$ cat src/rtl/pipeline_branch_tracker.sv
// Branch resolution tracker: follows one control-transfer instruction from
// ID through EX resolution, drives the IF/ID flush and fetch redirect for
// taken transfers, and keeps saturating resolved/taken counters.
module pipeline_branch_tracker (
    input  logic        clock,
    input  logic        reset_n,
    input  logic        jump_start,
    input  logic [1:0]  jump_kind,
    input  logic        pipeline_stall,
    input  logic        take_branch,
    output logic [1:0]  branch_status,
    output logic        flush_if,
    output logic        flush_id,
    output logic        pc_redirect,
    output logic [31:0] branch_count,
    output logic [31:0] taken_count
);

    // State encoding doubles as the branch_status encoding.
    typedef enum logic [1:0] {
        ST_IDLE      = 2'b00,
        ST_RESOLVE   = 2'b01,
        ST_TAKEN     = 2'b10,
        ST_NOT_TAKEN = 2'b11
    } state_t;

    localparam logic [1:0]  KIND_JAL  = 2'b01;
    localparam logic [1:0]  KIND_JALR = 2'b10;
    localparam logic [31:0] CNT_MAX   = 32'hFFFF_FFFF;

    state_t      state_q, state_d;
    logic [1:0]  kind_q, kind_d;
    logic [31:0] branch_count_q, branch_count_d;
    logic [31:0] taken_count_q, taken_count_d;
    logic [1:0]  status_q;
    logic        resolve_taken;

    // Unconditional jumps always resolve taken; reserved kind 11 behaves as a
    // conditional branch because only 01/10 are matched here.
    assign resolve_taken = (kind_q == KIND_JAL) || (kind_q == KIND_JALR) || take_branch;

    // Next-state, stored-kind and counter update; a stall freezes everything.
    always_comb begin
        state_d        = state_q;
        kind_d         = kind_q;
        branch_count_d = branch_count_q;
        taken_count_d  = taken_count_q;
        if (!pipeline_stall) begin
            case (state_q)
                ST_IDLE: begin
                    if (jump_start) begin
                        kind_d  = jump_kind;
                        state_d = ST_RESOLVE;
                    end
                end
                ST_RESOLVE: begin
                    if (branch_count_q != CNT_MAX) begin
                        branch_count_d = branch_count_q + 32'd1;
                    end
                    if (resolve_taken) begin
                        state_d = ST_TAKEN;
                        if (taken_count_q != CNT_MAX) begin
                            taken_count_d = taken_count_q + 32'd1;
                        end
                    end else begin
                        state_d = ST_NOT_TAKEN;
                    end
                end
                ST_TAKEN: begin
                    // jump_start is ignored here: the ID instruction is being flushed.
                    state_d = ST_IDLE;
                end
                ST_NOT_TAKEN: begin
                    if (jump_start) begin
                        kind_d  = jump_kind;
                        state_d = ST_RESOLVE;
                    end else begin
                        state_d = ST_IDLE;
                    end
                end
                default: state_d = ST_IDLE;
            endcase
        end
    end

    // Register state, kind, counters and the registered status decode together.
    always_ff @(posedge clock or negedge reset_n) begin
        if (!reset_n) begin
            state_q        <= ST_IDLE;
            kind_q         <= 2'b00;
            branch_count_q <= 32'd0;
            taken_count_q  <= 32'd0;
            status_q       <= 2'b00;
        end else begin
            state_q        <= state_d;
            kind_q         <= kind_d;
            branch_count_q <= branch_count_d;
            taken_count_q  <= taken_count_d;
            status_q       <= state_d;
        end
    end

    // Flushes and redirect follow the TAKEN state directly, stalled or not.
    assign flush_if      = (state_q == ST_TAKEN);
    assign flush_id      = (state_q == ST_TAKEN);
    assign pc_redirect   = (state_q == ST_TAKEN);
    assign branch_status = status_q;
    assign branch_count  = branch_count_q;
    assign taken_count   = taken_count_q;

endmodule

$ cat config.mk
export PLATFORM = sky130hd
export DESIGN_NAME = pipeline_branch_tracker
export DESIGN_NICKNAME = d
export VERILOG_FILES = /design/src/rtl/pipeline_branch_tracker.sv
export SDC_FILE = /design/constraint.sdc
export NUM_CORES = 1
export LEC_CHECK = 0
export CAP_MARGIN = 10
export CORE_UTILIZATION = 25
export CTS_BUF_LIST = sky130_fd_sc_hd__clkbuf_8
export DETAILED_ROUTE_END_ITERATION = 8
export DONT_BUFFER_PORTS = 1
export SLEW_MARGIN = 30
export SYNTH_ARGS = -nofsm -noshare
export SYNTH_HDL_FRONTEND = slang
export SYNTH_SLANG_ARGS = --single-unit
$ cat constraint.sdc
create_clock -name clock -period 2.4 [get_ports clock]
set_input_delay 0.48 -clock clock [delete_from_list [all_inputs] [get_ports clock]]
set_output_delay 0.48 -clock clock [all_outputs]
set_load 0.03 [all_outputs]
# Word-level counts from Yosys, hierarchy flattened

Cells that the tools add are included.
W data, S select, Z words.

Register bits after elaboration: 68

Muxes and demuxes: 4
Add/sub/neg operators: 2
Equality and inequality tests: 8
Reductions and logical operators: 8
Bitwise gates (word level): 1

Operators with widths:

| kind                    | number |
|---|---|
| $add A32 B1 Y32 const B | 2 |
| $ne A32 B32 Y1 const B  | 2 |
| $pmux W2 S4             | 1 |
| $eq A2 B2 Y1 const B    | 3 |
| $reduce_and A3 Y1       | 2 |
| $eq A2 B1 Y1 const B    | 2 |
| $reduce_and A4 Y1       | 1 |
| $logic_not A2 Y1        | 1 |
| $logic_or A1 B1 Y1      | 2 |
| $mux W1                 | 2 |
| $mux W2                 | 1 |
| $ne A2 B2 Y1 const B    | 1 |
| $reduce_and A2 Y1       | 1 |
| $reduce_or A2 Y1        | 1 |
| $not A1 Y1              | 1 |

# Depth between registers and ports, before layout

Gate-level depths: netlist of the first run.

Depth after elaboration: 5
Depth in mapped cells: 8
Gate-level depth less buffers: 7

# Worst setup path before layout of the first run

No wires, ideal clock.

Path kind: reg2reg
Start: register branch_status[1] (netlist name)
End: register taken_count_q[5] (netlist: taken_count[5])
Arrival: 2.106 ns
Setup slack: 0.159 ns
Stages on the path, launching flop included: 8
Buffers on the path: 0
Data required time: 2.265 ns
Cell sequence: dfrtp_1 -> inv_1 -> ha_1 -> nor2b_1 -> o21ai_0 -> a31oi_1 -> or3b_2 -> xnor2_1

RTL lines:

| element                | RTL line | text |
|---|---|---|
| end signal: assignment | 98       | `taken_count_q <= taken_count_d;` |
| end: declaration       | 34       | `logic [31:0] taken_count_q, taken_count_d;` |

==> impl_metrics.py, run 1 <==
metrics = {
    "critical_path": {
        "worst_setup_path_end_kind": "flop",
        "critical_path_class": "reg2reg",
        "cell_by_cell_trace_of_the_critical_path": "inv_1 > ha_1 > nand2b_1 > a2111oi_4 > o2111ai_4 > nor4_2 > xor2_1",
        "critical_path_peak_fanout": 6,
        "worstPathArrival_ns": 2.42,
        "slowest_delay_ns": 0.39,
        "critPathRequiredTime_ns": 2.67,
        "cpMaxStageDelayCell": "sky130_fd_sc_hd__a2111oi_4",
        "critPathLaunchType": "flop",
    },
    "synth": {
        "yosysMostFrequentCell": "sky130_fd_sc_hd__dfrtp_1",
        "synth.yosys.seq_area_share_pct": 50.4,
        "async_flop_share_pct": 100,
        "yosys.area.top_type_share_pct": 50.4,
        "synth_nets": 328,
        "syn_inst": 313,
        "synthTopCellsByArea": "sky130_fd_sc_hd__dfrtp_1 50%, sky130_fd_sc_hd__xnor2_1 9.9%, sky130_fd_sc_hd__xor2_1 6.2%",
        "synth-warning-count": 0,
        "synth.distinct_cells": 42,
        "synth_largest_area_cell": "sky130_fd_sc_hd__dfrtp_1",
        "postSynthAreaPerCell_um2": 10.8,
        "synth_commonest_cells": "68 x sky130_fd_sc_hd__dfrtp_1, 38 x sky130_fd_sc_hd__xnor2_1, 28 x sky130_fd_sc_hd__nand3_1",
        "synth.ff_latch_count": 68,
        "synth-edff-count": 0,
        "syn_area_um2": 3370,
        "synth_ff_type": "sky130_fd_sc_hd__dfrtp_1",
    },
    "sta": {
        "number_of_hold_violations_in_the_final_report": 0,
        "grt_setup_unrepaired": "no",
        "period_share_pct": 89.4,
        "max-slew-margin-rel_pct": 56.9,
        "setup_viol": 0,
        "hold_ws_ns": 0.0123,
        "finalClockSkew_ns": 0.00538,
        "max_slew.worst_pin.slew_ns": 0.640,
        "max_clock_freq_mhz": 466,
        "fin_tns_setup_ns": 0,
        "min_period_ns": 2.15,
        "timing_max_transition_violations_final": 0,
    },
    "route": {
        "post_drt_via_cell_ratio": 4.63,
        "vias": 2649,
        "drtIter0Drc": 142,
        "drt_first_pass_iters": 4,
        "wire_per_inst_um": 14.9,
        "drt_drc_violations_left": 0,
        "antenna_left": 0,
        "totalWireLength_mm": 8.52,
    },
    "global_routing": {
        "initial_antenna_violation_count": 0,
        "grt_max_degree": 69,
        "grtUsageTotal_pct": 12.9,
        "vias_in_the_first_global_route": 2761,
        "grt_overflow": 0,
        "grt_first_pass_wirelength_mm": 14.1,
    },
    "run": {
        "max_cap_violations": 0,
    },
    "place": {
        "portBuffers": 0,
        "placed_area_um2": 4110,
        "dp.final_hpwl_mm": 6.55,
        "gpl.final_weighted_congestion": 0.812,
    },
    "floorplan": {
        "die_width_um": 118,
        "floorplan.rows": 42,
        "core_area_um2": 13200,
        "initial_core_util_pct": 25.6,
        "die_height_um": 118,
        "i_o_pin_total": 76,
        "die_outline_area_um2": 14000,
    },
    "pwr": {
        "sw_frac_of_total_pct": 37.0,
        "p_seq_share_pct": 43.0,
        "pwr-share-comb_pct": 31.4,
        "power.clock.fraction_pct": 25.6,
        "leakage_nw": 1.99,
        "p_int_mw": 1.98,
        "ir_worst_vdd_uv": 259,
        "netSwitchingPower_mw": 1.16,
        "p_per_area_nw_per_um2": 728,
    },
    "final_layout": {
        "nNetsFinal": 408,
        "layout-drive-gt1-share_pct": 25.8,
        "n_antenna_cell": 0,
        "area_overhead_of_the_layout_relative_to_synthesis_pct": 28.0,
        "fill_cells": 1353,
        "stdcell_area_um2": 4320,
    },
    "clock_tree": {
        "cts_max_path_buffers": 2,
        "tritoncts_clock_tree": "done",
        "number_of_sinks_driven_by_the_clock_tree": 68,
        "clock_latency_ns": 0.35,
        "tritoncts.num_buffers": 9,
        "path_clk_slew_ns": 0.07,
        "clk_root_buffer_cell": "sky130_fd_sc_hd__clkbuf_8",
        "cts_max_level": 3,
    },
    "run_status": {
        "outcome": "completed",
    },
    "hold_path": {
        "holdCritPathClass": "in2async",
    },
}
-- final timing paths --
check | from | endpoint | slack, ns | depth (start not counted)
hold / removal | reset_n | branch_count[6] | 0.01 | 1
hold reg to reg | taken_count[0] | taken_count[0] | 0.52 | 1
min in group clock | jump_kind[1] | kind_q[1] | 0.28 | 1
setup / recovery | branch_status[1] | taken_count[31] | 0.25 | 7
max in group asynchronous | reset_n | taken_count[30] | 2.11 | 1
setup reg to reg | branch_status[1] | taken_count[31] | 0.25 | 7
-- cell type report --
class,instances,area (um^2),share of cell area [%]
sequential,68,1700,39.4
multi-input combinational,232,1640,37.9
timing repair buffer,73,568,13.2
tap,176,220,5.10
clock buffer,10,138,3.19
inverter,9,33.8,0.782
clock inverter,4,18.8,0.435
-- layout by cell type (no fill, tap or decap), types with 2 or more instances in the layout --
master                      instances
sky130_fd_sc_hd__nand3_1           28
sky130_fd_sc_hd__buf_4             72
sky130_fd_sc_hd__inv_1             10
sky130_fd_sc_hd__and4b_1            2
sky130_fd_sc_hd__a2111oi_4          2
sky130_fd_sc_hd__nor2_1            23
sky130_fd_sc_hd__a21oi_1            3
sky130_fd_sc_hd__nor4_1             2
sky130_fd_sc_hd__dfrtp_1           68
sky130_fd_sc_hd__clkbuf_8          10
sky130_fd_sc_hd__nand4_1           21
sky130_fd_sc_hd__and4_1             5
sky130_fd_sc_hd__o21ai_0            2
sky130_fd_sc_hd__nor4_2             2
sky130_fd_sc_hd__xor2_1            24
sky130_fd_sc_hd__nand2_1           22
sky130_fd_sc_hd__ha_1               8
sky130_fd_sc_hd__xnor2_1           38
sky130_fd_sc_hd__clkinv_2           3
sky130_fd_sc_hd__and3_1            12
sky130_fd_sc_hd__nor3_1            14
sky130_fd_sc_hd__a31oi_1            2
sky130_fd_sc_hd__mux2_2             4
-- power by group through the flow --
stage	combinational (mW)	clock (mW)	sequential, mW
final	0.987	0.803	1.35
after global routing	1.07	0.866	1.37
after CTS	0.990	0.821	1.35
after detailed placement	0.955	0	1.37
after global placement	0.938	0	1.37
after floorplan	0.415	0	1.60
-- stage by stage --
stage	utilization, %	instances	power, mW	setup WS (ns)
after detailed placement	31.2	557	2.33	0.156
after global routing	32.7	572	3.31	0.0424
after CTS	32.6	572	3.16	0.118
after global placement	31.2	557	2.30	0.259
final	32.7	572	3.14	0.253
after floorplan	-	313	2.01	0.159
-- state kept, by name, indices dropped and copies added, names as in the netlist --
register	count
branch_status	2
branch_count	32
kind_q	2
taken_count	32
-- critical path: cells and delay by family (launching register included) --
family / cells / cell delay [ns]
AOI/OAI and AO/OA: 2 / 0.65
and+or+nand+nor: 2 / 0.52
DFF: 1 / 0.38
adders and majority gates: 1 / 0.22
xor gates and xnor gates: 1 / 0.17
buffers and inverters: 1 / 0.13
-- routing by layer --
metal	global-route usage, %	vias to the layer above	part of all wire (%)
met5	0	-	0
met2	21.0	78	46
li1	-	1273	-
met3	5.74	7	8.6
met1	15.4	1291	44
met4	3.21	0	0.94
-- kinds of logic after synthesis --
logic type	after synthesis	share of synthesized area (%)
compound gates	17	4.78
mux	4	1.34
simple gates	141	22.7
flops	68	50.4
xor+xnor	62	16.1
fa+ha+maj	8	2.97
buf+inv	13	1.71
-- what timing repair did --
item                                    4_1_cts  5_1_grt
hold buffers                                  1        0
endpoints found under the setup margin        0        3
setup buffers                                 0        0
hold endpoints to repair                     68        0
gates resized for setup                       0        2
Note: power is estimated with default switching activity, not from simulation.
==> inputs of run 2 (changes only) <==
--- a/config.mk
+++ b/config.mk
@@ -7,9 +7,10 @@
 export LEC_CHECK = 0
 export CAP_MARGIN = 10
 export CORE_UTILIZATION = 25
-export CTS_BUF_LIST = sky130_fd_sc_hd__clkbuf_8
+export CTS_BUF_LIST = sky130_fd_sc_hd__clkbuf_4
 export DETAILED_ROUTE_END_ITERATION = 8
 export DONT_BUFFER_PORTS = 1
+export PLACE_DENSITY = 0.48
 export SLEW_MARGIN = 30
 export SYNTH_ARGS = -nofsm -noshare
 export SYNTH_HDL_FRONTEND = slang
==> run 2 against run 1 <==
Against the previous run:
- combinational power decreased by 2.6%
- register-to-register slack got worse by 0.06 ns
- worst hold slack improved by 0.19 ns
- maximum frequency decreased by 2.5%
- final cell count decreased by 0.70%
- largest cell class unchanged
==> impl_metrics.py, run 2 (same netlist as run 1, synthesis figures left out) <==
metrics = {
    "critical_path": {
        "critPathRequiredTime_ns": 2.76,
        "worstPathArrival_ns": 2.56,
        "critical_path_class": "reg2reg",
        "critical_path_peak_fanout": 7,
        "worst_setup_path_end_kind": "flop",
        "critPathLaunchType": "flop",
    },
    "route": {
        "vias": 2632,
        "totalWireLength_mm": 8.45,
        "antenna_left": 0,
        "drt_first_pass_iters": 4,
        "drt_drc_violations_left": 0,
        "post_drt_via_cell_ratio": 4.63,
        "wire_per_inst_um": 14.9,
        "drtIter0Drc": 95,
    },
    "global_routing": {
        "initial_antenna_violation_count": 0,
        "grt_first_pass_wirelength_mm": 14.0,
        "vias_in_the_first_global_route": 2695,
        "grt_max_degree": 69,
        "grt_overflow": 0,
        "grtUsageTotal_pct": 12.9,
    },
    "clock_tree": {
        "clock_latency_ns": 0.43,
        "path_clk_slew_ns": 0.11,
        "cts_max_level": 3,
        "tritoncts.num_buffers": 9,
        "number_of_sinks_driven_by_the_clock_tree": 68,
        "clk_root_buffer_cell": "sky130_fd_sc_hd__clkbuf_4",
        "cts_max_path_buffers": 2,
        "tritoncts_clock_tree": "done",
    },
    "floorplan": {
        "i_o_pin_total": 76,
        "floorplan.rows": 42,
        "die_height_um": 118,
        "die_outline_area_um2": 14000,
        "core_area_um2": 13200,
        "initial_core_util_pct": 25.6,
        "die_width_um": 118,
    },
    "sta": {
        "timing_max_transition_violations_final": 0,
        "setup_viol": 0,
        "period_share_pct": 91.8,
        "finalClockSkew_ns": 0.00833,
        "min_period_ns": 2.20,
        "number_of_hold_violations_in_the_final_report": 0,
        "max_clock_freq_mhz": 454,
        "grt_setup_unrepaired": "yes",
        "max_slew.worst_pin.slew_ns": 0.598,
        "max-slew-margin-rel_pct": 60.0,
    },
    "place": {
        "gpl.final_weighted_congestion": 0.760,
        "portBuffers": 0,
        "dp.final_hpwl_mm": 6.35,
        "placed_area_um2": 4060,
    },
    "hold_path": {
        "holdCritPathClass": "in2reg",
    },
    "final_layout": {
        "layout-drive-gt1-share_pct": 24.2,
        "stdcell_area_um2": 4260,
        "area_overhead_of_the_layout_relative_to_synthesis_pct": 26.1,
        "final_common_cell": "sky130_fd_sc_hd__dfrtp_1",
        "final_cell_mix": "68 x sky130_fd_sc_hd__dfrtp_1, 65 x sky130_fd_sc_hd__buf_4, 38 x sky130_fd_sc_hd__xnor2_1",
        "nNetsFinal": 402,
        "n_antenna_cell": 0,
        "final_cell_utilization_of_the_core_pct": 32.3,
    },
    "pwr": {
        "leakage_nw": 1.95,
        "p_per_area_nw_per_um2": 736,
        "ir_worst_vdd_uv": 287,
    },
    "run": {
        "max_cap_violations": 0,
    },
    "run_status": {
        "outcome": "completed",
    },
}
[run 2: area by class of cell]
cell class	instances	area, um^2
clock buffer	9	67.6
clock inverter	7	81.3
fill	1405	8930
inverter	9	33.8
multi-input combinational	232	1630
sequential	68	1700
tap	176	220
timing repair buffer	67	526
[run 2: power by group]
| group | switching [mW] | total [mW] | internal [mW] | leakage [nW] |
|---|---|---|---|---|
| logic | 0.626 | 0.961 | 0.335 | 0.957 |
| clock network | 0.415 | 0.824 | 0.409 | 0.0822 |
| registers | 0.0878 | 1.35 | 1.26 | 0.909 |
[run 2: worst max-delay path, cell delays in order, from the launching register on]
cell	delay (ns)
sky130_fd_sc_hd__dfrtp_1	0.39
sky130_fd_sc_hd__inv_1	0.13
sky130_fd_sc_hd__ha_1	0.20
sky130_fd_sc_hd__nand2b_1	0.14
sky130_fd_sc_hd__a2111oi_2	0.56
sky130_fd_sc_hd__o21ai_2	0.24
sky130_fd_sc_hd__nor3_1	0.28
sky130_fd_sc_hd__xor2_1	0.19
[run 2: path summary, 6_finish.rpt]
kind	start	endpoint	slack (ns)	depth (start not counted)
setup reg to reg	branch_status[1]	taken_count[16]	0.20	7
min in group asynchronous	reset_n	branch_status[0]	0.59	2
hold / removal	jump_kind[1]	kind_q[1]	0.20	1
max in group asynchronous	reset_n	branch_count[26]	1.47	2
setup / recovery	branch_status[1]	taken_count[16]	0.20	7
hold reg to reg	branch_count[7]	branch_count[7]	0.56	1
[run 2: timing repair]
item                                   in CTS  in global routing
setup buffers                               0                  0
endpoints found under the hold margin      68                  0
resized for setup                           0                  1
setup endpoints to repair                   0                  4
hold buffers                                2                  0
[run 2: stage by stage]
| step | std cells | setup TNS [ns] | setup WS (ns) | hold WS [ns] | power [mW] |
|---|---|---|---|---|---|
| after floorplan | 313 | 0 | 0.159 | 0.184 | 2.01 |
| final | 568 | 0 | 0.197 | 0.202 | 3.13 |
| after detailed placement | 550 | 0 | 0.175 | 0.186 | 2.31 |
| after global routing | 568 | -0.0211 | -0.0106 | 0.150 | 3.32 |
| after CTS | 568 | 0 | 0.145 | 0.157 | 3.20 |
| after global placement | 550 | 0 | 0.222 | 0.187 | 2.30 |
[run 2: per-layer routing]
| metal | wire (um) | vias to the layer above | GRT usage (%) |
|---|---|---|---|
| li1 | - | 1258 | - |
| met1 | 3610 | 1289 | 15.1 |
| met2 | 3980 | 74 | 20.7 |
| met3 | 725 | 11 | 6.18 |
| met4 | 137 | 0 | 4.25 |
| met5 | 0 | - | 0 |
==> inputs of run 3 (changes only) <==
--- a/config.mk
+++ b/config.mk
@@ -5,6 +5,7 @@
 export SDC_FILE = /design/constraint.sdc
 export NUM_CORES = 1
 export LEC_CHECK = 0
+export ABC_AREA = 1
 export CAP_MARGIN = 10
 export CORE_UTILIZATION = 25
 export CTS_BUF_LIST = sky130_fd_sc_hd__clkbuf_4
==> run 3 against run 2 <==
Against the previous run:
- worst hold slack got worse by 0.012 ns
- sequential share of layout area decreased by 8.1 points
- register-to-register slack improved by 0.09 ns
- synthesized area increased by 34%
- critical path depth increased by 3
- worst setup slack improved by 0.089 ns
- count of clock-buffer cells in the layout increased by 3
- flip-flop and latch count unchanged
- die area increased by 34%
==> impl_metrics.py, run 3 <==
metrics = {
    "final_layout": {
        "nNetsFinal": 766,
        "layout-drive-gt1-share_pct": 12.2,
        "final_cell_mix": "367 x sky130_fd_sc_hd__nand2_1, 100 x sky130_fd_sc_hd__nor2_1, 67 x sky130_fd_sc_hd__dfrtp_1",
        "final_cell_utilization_of_the_core_pct": 30.6,
        "fill_cells": 1940,
        "area_overhead_of_the_layout_relative_to_synthesis_pct": 17.8,
        "final_common_cell": "sky130_fd_sc_hd__nand2_1",
    },
    "clock_tree": {
        "cts_max_level": 3,
        "tritoncts_clock_tree": "done",
        "path_clk_slew_ns": 0.12,
        "clk_root_buffer_cell": "sky130_fd_sc_hd__clkbuf_4",
        "cts_max_path_buffers": 2,
        "clock_latency_ns": 0.45,
        "tritoncts.num_buffers": 9,
        "number_of_sinks_driven_by_the_clock_tree": 68,
    },
    "synth": {
        "synth-edff-count": 0,
        "synth_commonest_cells": "367 x sky130_fd_sc_hd__nand2_1, 100 x sky130_fd_sc_hd__nor2_1, 68 x sky130_fd_sc_hd__dfrtp_1",
        "async_flop_share_pct": 100,
        "yosys.area.top_type_share_pct": 37.5,
        "synth_ff_type": "sky130_fd_sc_hd__dfrtp_1",
        "postSynthAreaPerCell_um2": 6.60,
        "syn_inst": 687,
        "synth-warning-count": 0,
        "synth.distinct_cells": 31,
        "synth_largest_area_cell": "sky130_fd_sc_hd__dfrtp_1",
        "synth_nets": 702,
        "synth.yosys.seq_area_share_pct": 37.5,
        "yosysMostFrequentCell": "sky130_fd_sc_hd__nand2_1",
        "synth.ff_latch_count": 68,
        "syn_area_um2": 4540,
        "synthTopCellsByArea": "sky130_fd_sc_hd__dfrtp_1 38%, sky130_fd_sc_hd__nand2_1 30%, sky130_fd_sc_hd__nor2_1 8.3%",
    },
    "critical_path": {
        "critPathLaunchType": "flop",
        "worst_setup_path_end_kind": "flop",
        "cpMaxStageDelayCell": "sky130_fd_sc_hd__dfrtp_2",
        "critical_path_peak_fanout": 21,
        "critical_path_class": "reg2reg",
        "cell_by_cell_trace_of_the_critical_path": "inv_1 > ha_1 > inv_1 > nor2_1 > nand2_1 > inv_1 > nand2_4 > buf_4 > nand2_1 > o21ai_0",
        "slowest_delay_ns": 0.51,
        "critPathMostFrequentCell": "sky130_fd_sc_hd__inv_1",
        "critPathRequiredTime_ns": 2.74,
        "worstPathArrival_ns": 2.45,
    },
    "sta": {
        "period_share_pct": 88.1,
        "max_slew.worst_pin.slew_ns": 0.517,
        "min_period_ns": 2.11,
        "timing_max_transition_violations_final": 0,
        "number_of_hold_violations_in_the_final_report": 0,
        "setup_viol": 0,
        "max_clock_freq_mhz": 473,
        "fin_tns_setup_ns": 0,
        "grt_setup_unrepaired": "no",
        "max-slew-margin-rel_pct": 65.5,
        "finalClockSkew_ns": 0.0167,
    },
    "pwr": {
        "p_per_area_nw_per_um2": 564,
        "ir_worst_vdd_uv": 582,
        "leakage_nw": 2.71,
    },
    "floorplan": {
        "initial_core_util_pct": 26.0,
        "die_width_um": 137,
        "floorplan.rows": 48,
        "core_area_um2": 17500,
        "i_o_pin_total": 76,
        "die_outline_area_um2": 18700,
        "die_height_um": 137,
    },
    "global_routing": {
        "grt_first_pass_wirelength_mm": 21.6,
        "vias_in_the_first_global_route": 3940,
        "grt_max_degree": 69,
        "grtUsageTotal_pct": 15.4,
        "grt_overflow": 0,
        "initial_antenna_violation_count": 1,
    },
    "route": {
        "drtIter0Drc": 299,
        "antenna_left": 0,
        "wire_per_inst_um": 13.7,
        "drt_drc_violations_left": 0,
        "totalWireLength_mm": 13.4,
        "post_drt_via_cell_ratio": 4.29,
        "drt_first_pass_iters": 5,
        "vias": 4217,
    },
    "hold_path": {
        "holdCritPathClass": "in2reg",
    },
    "place": {
        "dp.final_hpwl_mm": 10.0,
        "gpl.final_weighted_congestion": 0.810,
        "portBuffers": 0,
    },
    "run_status": {
        "outcome": "completed",
    },
    "run": {
        "max_cap_violations": 0,
    },
}
[run 3: kinds of logic after synthesis]
group / count (synthesis) / share of synthesized area [%]
buf+inv: 48 / 5.43
compound gates: 14 / 1.71
xor+xnor: 30 / 5.79
flops: 68 / 37.5
fa+ha+maj: 8 / 2.21
simple gates: 519 / 47.3
[run 3: repair_timing]
action / CTS / global route
hold buffers: 2 / 0
gates resized for setup: 0 / 1
endpoints found under the hold margin: 68 / 0
setup buffers: 0 / 0
endpoints found under the setup margin: 0 / 21
[run 3: routing by layer]
metal / GRT usage (%) / up-vias / wire (um)
li1: - / 2240 / -
met1: 21.9 / 1881 / 6750
met2: 22.2 / 85 / 5680
met3: 4.00 / 11 / 866
met4: 5.19 / 0 / 138
met5: 0 / - / 0
[run 3: final cells by class]
| class | instances | area (um^2) | share of cell area (%) |
|---|---|---|---|
| inverter | 36 | 138 | 2.58 |
| timing repair buffer | 65 | 523 | 9.79 |
| clock inverter | 4 | 16.3 | 0.305 |
| multi-input combinational | 571 | 2590 | 48.4 |
| antenna | 1 | 2.50 | 0.0468 |
| sequential | 68 | 1700 | 31.9 |
| clock buffer | 12 | 90.1 | 1.69 |
| tap | 225 | 282 | 5.27 |
[run 3: power by group]
group	internal, mW	total, mW	leakage, nW	switching, mW
Clock	0.237	0.677	0.0638	0.440
Combinational	0.288	0.990	1.72	0.701
Sequential	1.24	1.35	0.928	0.104
Total	1.77	3.01	2.71	1.24
[run 3: final timing paths]
kind | start | endpoint | slack (ns) | cells after the start
setup / recovery | branch_status[1] | taken_count[5] | 0.29 | 10
hold / removal | jump_kind[0] | kind_q[0] | 0.19 | 2
hold reg to reg | kind_q[0] | kind_q[0] | 0.54 | 2
min in group asynchronous | reset_n | branch_count[21] | 0.54 | 2
setup reg to reg | branch_status[1] | taken_count[5] | 0.29 | 10
max in group asynchronous | reset_n | branch_status[1] | 1.50 | 2
[run 3: worst max-delay path: cells and delay by family (launching register included)]
family	cells	cell delay (ns)
AOI/OAI and AO/OA	1	0.07
adders and majority gates	1	0.17
buffers and inverters	4	0.64
DFF	1	0.51
and+or+nand+nor	4	0.58
[run 3: per-stage QoR]
step                      instance area (um^2)  instances  hold WS (ns)  power, mW  setup slack [ns]
after floorplan                           4540        687         0.184       2.09             0.492
after global placement                    5190        963         0.186       2.33             0.308
after detailed placement                  5190        963         0.186       2.33             0.253
after CTS                                 5340        981         0.154       3.06             0.200
after global routing                      5340        982         0.174       3.22            0.0272
final                                     5340        982         0.190       3.01             0.286
